$ cat src/rtl/cmd_uart_tx.sv
// cmd_uart_tx: serializes 32-bit command words into four UART 8N1 bytes,
// most significant byte first, LSB-first within each byte.
module cmd_uart_tx #(
    parameter int FREQ_MHZ = 25,
    parameter int BAUD     = 115200,
    parameter int DIV      = FREQ_MHZ * 1000000 / BAUD
) (
    input  logic        clk,
    input  logic        reset_i,
    input  logic        cmd_axis_tvalid_i,
    output logic        cmd_axis_tready_o,
    input  logic [31:0] cmd_axis_tdata_i,
    output logic        tx_o,
    output logic        busy_o
);

    // A bit period shorter than two clocks cannot be represented.
    generate
        if (DIV < 2) begin : g_div_check
            $error("cmd_uart_tx: DIV must be at least 2");
        end
    endgenerate

    localparam int               CNT_W    = (DIV > 1) ? $clog2(DIV) : 1;
    localparam logic [CNT_W-1:0] CNT_LAST = CNT_W'(DIV - 1);

    localparam logic [1:0] S_IDLE  = 2'd0;
    localparam logic [1:0] S_START = 2'd1;
    localparam logic [1:0] S_DATA  = 2'd2;
    localparam logic [1:0] S_STOP  = 2'd3;

    logic [1:0]       r_state;
    logic [1:0]       r_byte_idx;
    logic [2:0]       r_bit_idx;
    logic [CNT_W-1:0] r_baud_cnt;
    logic [31:0]      r_word;
    logic             r_tx;

    logic             w_ready;
    logic             w_accept;
    logic             w_bit_end;
    logic [7:0]       w_cur_byte;

    assign w_ready   = (r_state == S_IDLE) && !reset_i;
    assign w_accept  = cmd_axis_tvalid_i && w_ready;
    assign w_bit_end = (r_baud_cnt == CNT_LAST);

    assign cmd_axis_tready_o = w_ready;
    assign busy_o            = (r_state != S_IDLE);
    assign tx_o              = r_tx;

    // Byte on the line: byte 0 is the top byte of the latched word.
    always_comb begin
        w_cur_byte = r_word[31:24];
        case (r_byte_idx)
            2'd0:    w_cur_byte = r_word[31:24];
            2'd1:    w_cur_byte = r_word[23:16];
            2'd2:    w_cur_byte = r_word[15:8];
            default: w_cur_byte = r_word[7:0];
        endcase
    end

    // Baud counter: parked at 0 in IDLE, wraps on every bit boundary.
    always_ff @(posedge clk or posedge reset_i) begin
        if (reset_i) begin
            r_baud_cnt <= '0;
        end else if (r_state == S_IDLE || w_bit_end) begin
            r_baud_cnt <= '0;
        end else begin
            r_baud_cnt <= r_baud_cnt + 1'b1;
        end
    end

    // Frame sequencer; the line level is registered one step ahead so that
    // tx_o changes on the same edge the state does.
    always_ff @(posedge clk or posedge reset_i) begin
        if (reset_i) begin
            r_state    <= S_IDLE;
            r_byte_idx <= '0;
            r_bit_idx  <= '0;
            r_word     <= '0;
            r_tx       <= 1'b1;
        end else begin
            case (r_state)
                S_IDLE: begin
                    r_tx <= 1'b1;
                    if (w_accept) begin
                        r_word     <= cmd_axis_tdata_i;
                        r_byte_idx <= '0;
                        r_bit_idx  <= '0;
                        r_state    <= S_START;
                        r_tx       <= 1'b0;
                    end
                end
                S_START: begin
                    if (w_bit_end) begin
                        r_bit_idx <= '0;
                        r_tx      <= w_cur_byte[0];
                        r_state   <= S_DATA;
                    end
                end
                S_DATA: begin
                    if (w_bit_end) begin
                        if (r_bit_idx == 3'd7) begin
                            r_tx    <= 1'b1;
                            r_state <= S_STOP;
                        end else begin
                            r_bit_idx <= r_bit_idx + 3'd1;
                            r_tx      <= w_cur_byte[r_bit_idx + 3'd1];
                        end
                    end
                end
                default: begin
                    if (w_bit_end) begin
                        if (r_byte_idx != 2'd3) begin
                            // Next byte's start bit abuts this stop bit.
                            r_byte_idx <= r_byte_idx + 2'd1;
                            r_tx       <= 1'b0;
                            r_state    <= S_START;
                        end else begin
                            r_tx    <= 1'b1;
                            r_state <= S_IDLE;
                        end
                    end
                end
            endcase
        end
    end

endmodule
$ cat config.mk
export PLATFORM = sky130hd
export DESIGN_NAME = cmd_uart_tx
export DESIGN_NICKNAME = d
export VERILOG_FILES = /design/src/rtl/cmd_uart_tx.sv
export SDC_FILE = /design/constraint.sdc
export NUM_CORES = 1
export LEC_CHECK = 0
export ABC_AREA = 1
export BUFFER_PORTS_ARGS = -buffer_cell sky130_fd_sc_hd__buf_2
export CAP_MARGIN = 40
export CORE_MARGIN = 2
export CORE_UTILIZATION = 40
export CTS_BUF_LIST = sky130_fd_sc_hd__clkbuf_8
export DETAILED_ROUTE_END_ITERATION = 16
export MAX_ROUTING_LAYER = met4
export PLACE_DENSITY = 0.58
export SLEW_MARGIN = 20
export SYNTH_ARGS = -nofsm -noshare
export SYNTH_HDL_FRONTEND = slang
export SYNTH_SLANG_ARGS = --single-unit
$ cat constraint.sdc
create_clock -name clk -period 1.8 [get_ports clk]
set_clock_uncertainty 0.15 [all_clocks]
set_input_delay 0.18 -clock clk [delete_from_list [all_inputs] [get_ports clk]]
set_output_delay 0.18 -clock clk [all_outputs]
set_load 0.02 [all_outputs]
==> results of run 1 <==
[state kept, by name, indices dropped and copies added, names as in the netlist]
register / flops
r_word: 32
r_byte_idx: 2
tx_o: 1
r_bit_idx: 3
r_baud_cnt: 8
r_state: 2
[power by group]
part	internal, mW	total (mW)	switching (mW)
logic	0.0947	0.161	0.0659
registers	1.11	1.12	0.0158
clock network	0.547	0.911	0.364
[worst min-delay path, delay by kind of cell]
kind                   cells  cell delay (ns)
AND/OR/NAND/NOR            2             0.12
buffers and inverters      2             0.18
AO/OA/AOI/OAI              2             0.17
[layer usage]
metal / wire (microns) / vias up
li1: - / 1144
met2: 2750 / 41
met5: 0 / -
met1: 2620 / 997
met3: 175 / 6
met4: 84 / 0
[logic make-up after synthesis]
family                   after synthesis
AO/OA/AOI/OAI                         32
adder cells (fa/ha/maj)               12
buffers and inverters                 36
flip-flops                            48
AND/OR/NAND/NOR                      190
[area by class of cell]
cell class | instances | area (sq um)
Clock inverter | 2 | 60.1
Inverter | 26 | 110
Multi-Input combinational cell | 234 | 1190
Fill cell | 552 | 2650
Sequential cell | 48 | 1200
Timing Repair Buffer | 81 | 611
Tap cell | 75 | 93.8
Clock buffer | 5 | 68.8
[per-stage QoR]
stage          setup WS [ns]  setup TNS [ns]  hold WS [ns]  std cells  power, mW
3_3_place_gp           0.105               0         0.100        428       1.25
4_1_cts               0.0608               0         0.228        468       2.22
5_1_grt              -0.0285         -0.0348         0.263        471       2.30
3_5_place_dp          0.0819               0         0.112        428       1.25
6_report              0.0980               0         0.232        471       2.19
2_1_floorplan         0.0223               0         0.140        318       1.19
[placed cells by master (no fill, tap or decap), types with 2 or more instances in the layout]
cell           instances
nand2_1              143
nor2_4                 3
inv_1                 19
ha_1                   7
buf_4                 10
and3_1                 2
inv_2                  4
a21oi_2                2
nand2_2                2
bufinv_16              2
clkbuf_8               5
nor3_1                 4
ha_4                   4
o21ai_0               10
nor2_1                16
a21oi_1               10
dfrtp_1               47
o21ai_1                8
nand3_1               10
buf_2                 37
nand4_1                2
nor3b_1                3
dlygate4sd3_1         33
[what timing repair did]
action | CTS | global route
gates resized for setup | 0 | 14
endpoints found under the setup margin | 0 | 5
setup buffers | 0 | 3
hold endpoints to repair | 50 | 0
hold buffers | 33 | 0
[final timing paths]
| kind | end |
|---|---|
| max reg2reg | r_byte_idx[0]$_DFFE_PP0P_ |
| min | r_byte_idx[1]$_DFFE_PP0P_ |
| min in group asynchronous | r_baud_cnt[5]$_DFF_PP0_ |
| max in group asynchronous | r_word[31]$_DFFE_PP0P_ |
| min reg2reg | r_word[31]$_DFFE_PP0P_ |
| max | r_byte_idx[0]$_DFFE_PP0P_ |
==> flow_metrics.tcl, run 1 <==
set metrics [dict create \
    top_usage_layer "met2" \
    use_met1_pct 22.0 \
    clk_pin_slew_worst_paths_ns 0.09 \
    synth-compound-area-share_pct 6.77 \
    setup_viol 0 \
    synth_fa_ha_area_share_pct 5.98 \
    finalNetCount 443 \
    route.detailed.drc 0 \
    drive_gt1_share_pct 20.5 \
    synthTopCellsByArea "dfrtp_1, nand2_1, ha_1" \
    placed_area_sq_um 2800 \
    yosys_warnings 0 \
    grt_max_degree 30 \
    holdPathStages 6 \
    post-route-min-period_ns 1.70 \
    critPathMaxStageDelay_ns 0.41 \
    antenna_left 0 \
    drtIter0Drc 53 \
    power_density_nw_per_um2 657 \
    cp-startpoint "r_state[1]$_DFFE_PP0P_" \
    die-area_sq_um 6930 \
    p_leak_nw 1.77 \
    min_period_over_period_pct 94.6 \
    ff2ff_setup_slack_ns 0.1 \
    synthMuxAreaShare_pct 0 \
    diodes 0 \
    report.final.slew_viol_count 0 \
    clock_path_buffers 2 \
    wirelength_microns 5630 \
    yosys_register_bits 48 \
    drtPass1Iterations 4 \
    cp.depth 11 \
    synth.top_cell.area_share_pct 46.8 \
    grt_pass1_vias 2194 \
    use_met3_pct 3.28 \
    ys_types 28 \
    areaGrowthSynthToFinish_pct 32.8 \
    synth_common_cells "nand2_1, dfrtp_1, inv_1, nor2_1" \
    via_per_inst 4.65 \
    stdcell_area_sq_um 3340 \
    cts_tree "built" \
    ys.flop_type "dfrtp_1" \
    endpoint_kind "register" \
    syn_inst 318 \
    rsz0062_at_grt "true" \
    hold_viol_final 0 \
    synth_xor_area_share_pct 0 \
    root_buffer "clkbuf_8" \
    synth_async_sr_flop_share_pct 100 \
    criticalPathCategory "register to register" \
    crit_path_start_kind "register" \
    worstPathArrival_ns 1.75 \
    holdCritStartpoint "cmd_axis_tvalid_i" \
    synth_nets 365 \
    antenna_found_initial 0 \
    grt_overflow 0 \
    synth_top_area_cell "dfrtp_1" \
    status "finished, final reports clean" \
    worstReg2RegStart "r_state[1]$_DFFE_PP0P_" \
    routedWlPerCell_microns 12.0 \
    synth_area_per_cell_sq_um 7.90 \
    yosysMostFrequentCell "nand2_1" \
    io_pins 38 \
    max_freq_mhz 588 \
    chipWidth_microns 83.3 \
    cap_viol_max_count 0 \
    place.gp.congestion 0.854 \
    syn_area_sq_um 2510 \
    synth_edf_count 0 \
    cp_top_family "flip-flops" \
    hpwlAfterDp_microns 3800 \
    worst_pin_slew_ns 0.467 \
    hp-class "input port to register" \
    cts_buffers 5 \
    num_rows 28 \
    slew_headroom_pct 68.8 \
    clk_latency_ns 0.31 \
    ir_drop_mv 0.458 \
    cp_cell_sequence "inv_2 > ha_4 > inv_6 > nor2_4 > nand2_4 > inv_4 > nor2_4 > nor2_2 > o211ai_2 > a21oi_1 > a21oi_1" \
    reg2regPathDepth 11 \
    met2_usage_pct 30.1 \
    die_h_microns 83.3 \
    postLayoutCoreUtil_pct 55.7 \
    core-area_sq_um 5990 \
    io_buffer_count 37 \
    h-tree-depth 2 \
    critPathMaxFanout 4 \
    initial_core_util_pct 41.9 \
    synthSimpleGateAreaFrac_pct 32.3 \
    synth_top_family_by_area "simple AND/OR/NAND/NOR gates" \
    num_vias 2188 \
    crit_buf_inv 3 \
    clock_sinks 48 \
    grtUsageTotal_pct 18.0 \
    cp.required_ns 1.85 \
    yosysSeqAreaShare_pct 47.9 \
    slowest_stage "dfrtp_1" \
    grt_first_pass_wirelength_microns 9840 \
]
No activity file was read; power rests on OpenSTA's default activity.
==> inputs of run 2 (changes only) <==
PLACE_DENSITY = not set   (was 0.58)
PLACE_DENSITY_LB_ADDON = 0.25   (was not set)
TNS_END_PERCENT = 5   (was not set)
==> run 2 against run 1 <==
The run now ends with negative setup slack left. Sequential power barely moved. Clock-buffer cell count did not move. Clock power fell by 15%. Non-clock buffer count rose by 1. Design area fell by 0.49%. Register-to-register slack got worse by 0.12 ns. Sequential share of layout area rose by 0.18 points. Via count rose by 0.96%. Final cell count rose by 0.64%. Highest routed layer unchanged.
==> flow_metrics.tcl, run 2 (synthesis gave the netlist of run 1 again) <==
set metrics [dict create \
    io_buffer_count 37 \
    cp.required_ns 1.88 \
    cp_cell_sequence "ha_2 > clkinvlp_4 > buf_4 > buf_4 > o211ai_2 > nand2_1 > o21ai_1" \
    crit_path_start_kind "register" \
    stdcell_area_sq_um 3320 \
    postLayoutCoreUtil_pct 55.4 \
    p_leak_nw 1.77 \
    antenna_left 0 \
    route.detailed.drc 0 \
    num_vias 2209 \
    grtUsageTotal_pct 16.6 \
    drtPass1Iterations 6 \
    status "complete, but fails checks" \
    drtIter0Drc 118 \
    rsz0062_at_grt "true" \
    power_density_nw_per_um2 620 \
    h-tree-depth 2 \
    hold_viol_final 0 \
    largest_register "r_word" \
    ff2ff_setup_slack_ns -0.02 \
    endpoint_kind "register" \
    setup_viol 2 \
    finalPower_mw 2.06 \
    min_period_over_period_pct 101 \
    hp-class "input port to register" \
    slew_headroom_pct 79.8 \
    place.gp.congestion 0.859 \
    cts_tree "built" \
    num_rows 28 \
    final_common_cell "nand2_1" \
    holdPathStages 5 \
    ir_drop_mv 0.435 \
    crit_top_cell "buf_4" \
    die-area_sq_um 6930 \
    die_h_microns 83.3 \
    hpwlAfterDp_microns 3660 \
    antenna_found_initial 0 \
    criticalPathCategory "register to register" \
    max_freq_mhz 549 \
    clock_sinks 48 \
    r2r_end "r_byte_idx[1]$_DFFE_PP0P_" \
    largestRegisters "r_word x32, r_baud_cnt x8, r_bit_idx x3" \
    grt_max_degree 49 \
    via_per_inst 4.66 \
    critPathMaxFanout 6 \
    fin_tns_setup_ns -0.0260 \
    holdCritStartpoint "cmd_axis_tvalid_i" \
    worst_pin_slew_ns 0.304 \
    chipWidth_microns 83.3 \
    areaGrowthSynthToFinish_pct 32.2 \
    placed_area_sq_um 2800 \
    grt_first_pass_wirelength_microns 9190 \
    layout_common_cells "nand2_1, dfrtp_1, buf_2, dlygate4sd3_1, inv_1" \
    setup_slack_ns -0.0220 \
    core-area_sq_um 5990 \
    grt_pass1_vias 2080 \
    initial_core_util_pct 41.9 \
    slowest_stage "dfrtp_1" \
    violations "negative setup slack" \
    diodes 0 \
    io_pins 38 \
    clock_path_buffers 2 \
    clk_pin_slew_worst_paths_ns 0.09 \
    worstPathArrival_ns 1.90 \
    clk_latency_ns 0.30 \
    worstReg2RegStart "r_byte_idx[0]$_DFFE_PP0P_" \
    holdPathEnd "r_byte_idx[0]$_DFFE_PP0P_" \
    cap_viol_max_count 0 \
    reg2regPathDepth 7 \
    critPathMaxStageDelay_ns 0.42 \
    crit_buf_inv 3 \
    post-route-min-period_ns 1.82 \
    routedWlPerCell_microns 12.1 \
    dp_worst_setup_slack_ns 0.0461 \
    largest_register_ffs 32 \
    wirelength_microns 5720 \
    drive_gt1_share_pct 20.1 \
    cts_buffers 5 \
    grt_overflow 0 \
    report.final.slew_viol_count 0 \
    cp_top_family "buffers and inverters" \
    root_buffer "clkbuf_8" \
    finalNetCount 445 \
]
==> run 2: worst min-delay path, cell delays in order <==
cell,delay [ns]
buf_2,0.12
nand2_4,0.07
inv_4,0.05
o211ai_2,0.21
a21oi_1,0.07
==> run 2: worst max path at each step <==
| stage | startpoint | to | slack (ns) | cells past startpoint |
|---|---|---|---|---|
| finish | r_byte_idx[0]$_DFFE_PP0P_ | r_byte_idx[1]$_DFFE_PP0P_ | -0.02 | 7 |
| global route | r_byte_idx[0]$_DFFE_PP0P_ | r_byte_idx[1]$_DFFE_PP0P_ | -0.1 | 7 |
| CTS | r_byte_idx[0]$_DFFE_PP0P_ | tx_o$_DFFE_PP1P_ | 0.0006 | 12 |
| detailed placement | r_byte_idx[0]$_DFFE_PP0P_ | tx_o$_DFFE_PP1P_ | 0.05 | 12 |
| global placement | r_byte_idx[0]$_DFFE_PP0P_ | tx_o$_DFFE_PP1P_ | 0.07 | 12 |
| floorplan | r_state[0]$_DFFE_PP0P_ | r_byte_idx[0]$_DFFE_PP0P_ | 0.02 | 11 |
==> run 2: timing repair <==
action                                  in CTS  in global routing
hold buffers                                33                  0
hold endpoints to repair                    79                  0
setup buffers                                0                  4
resized for setup                            0                 10
endpoints found under the setup margin       0                  7
==> run 2: per-layer routing <==
metal / wire [microns] / GRT usage, % / part of all wire, % / up-vias
li1: - / - / - / 1151
met1: 2680 / 20.1 / 47 / 1007
met2: 2750 / 28.2 / 48 / 40
met3: 178 / 2.88 / 3.1 / 11
met4: 108 / 5.37 / 1.9 / 0
met5: 0 / - / 0 / -
==> run 2: final cells by class <==
type	instances	area [sq um]
fill	540	2670
sequential	48	1200
multi-input combinational	234	1180
timing repair buffer	82	618
inverter	26	108
tap	75	93.8
clock buffer	5	68.8
clock inverter	3	38.8
timing repair inverter	1	7.51
==> run 2: power breakdown <==
group	leakage [nW]	internal (mW)	total, mW	switching [mW]
registers	0.609	1.11	1.12	0.0155
clock network	0.0593	0.407	0.775	0.368
logic	1.10	0.0949	0.161	0.0659
==> run 2: stage by stage <==
| stage | hold slack, ns | instances |
|---|---|---|
| floorplan | 0.140 | 318 |
| global placement | 0.123 | 428 |
| detailed placement | 0.121 | 428 |
| CTS | 0.256 | 469 |
| global route | 0.303 | 474 |
| finish | 0.275 | 474 |
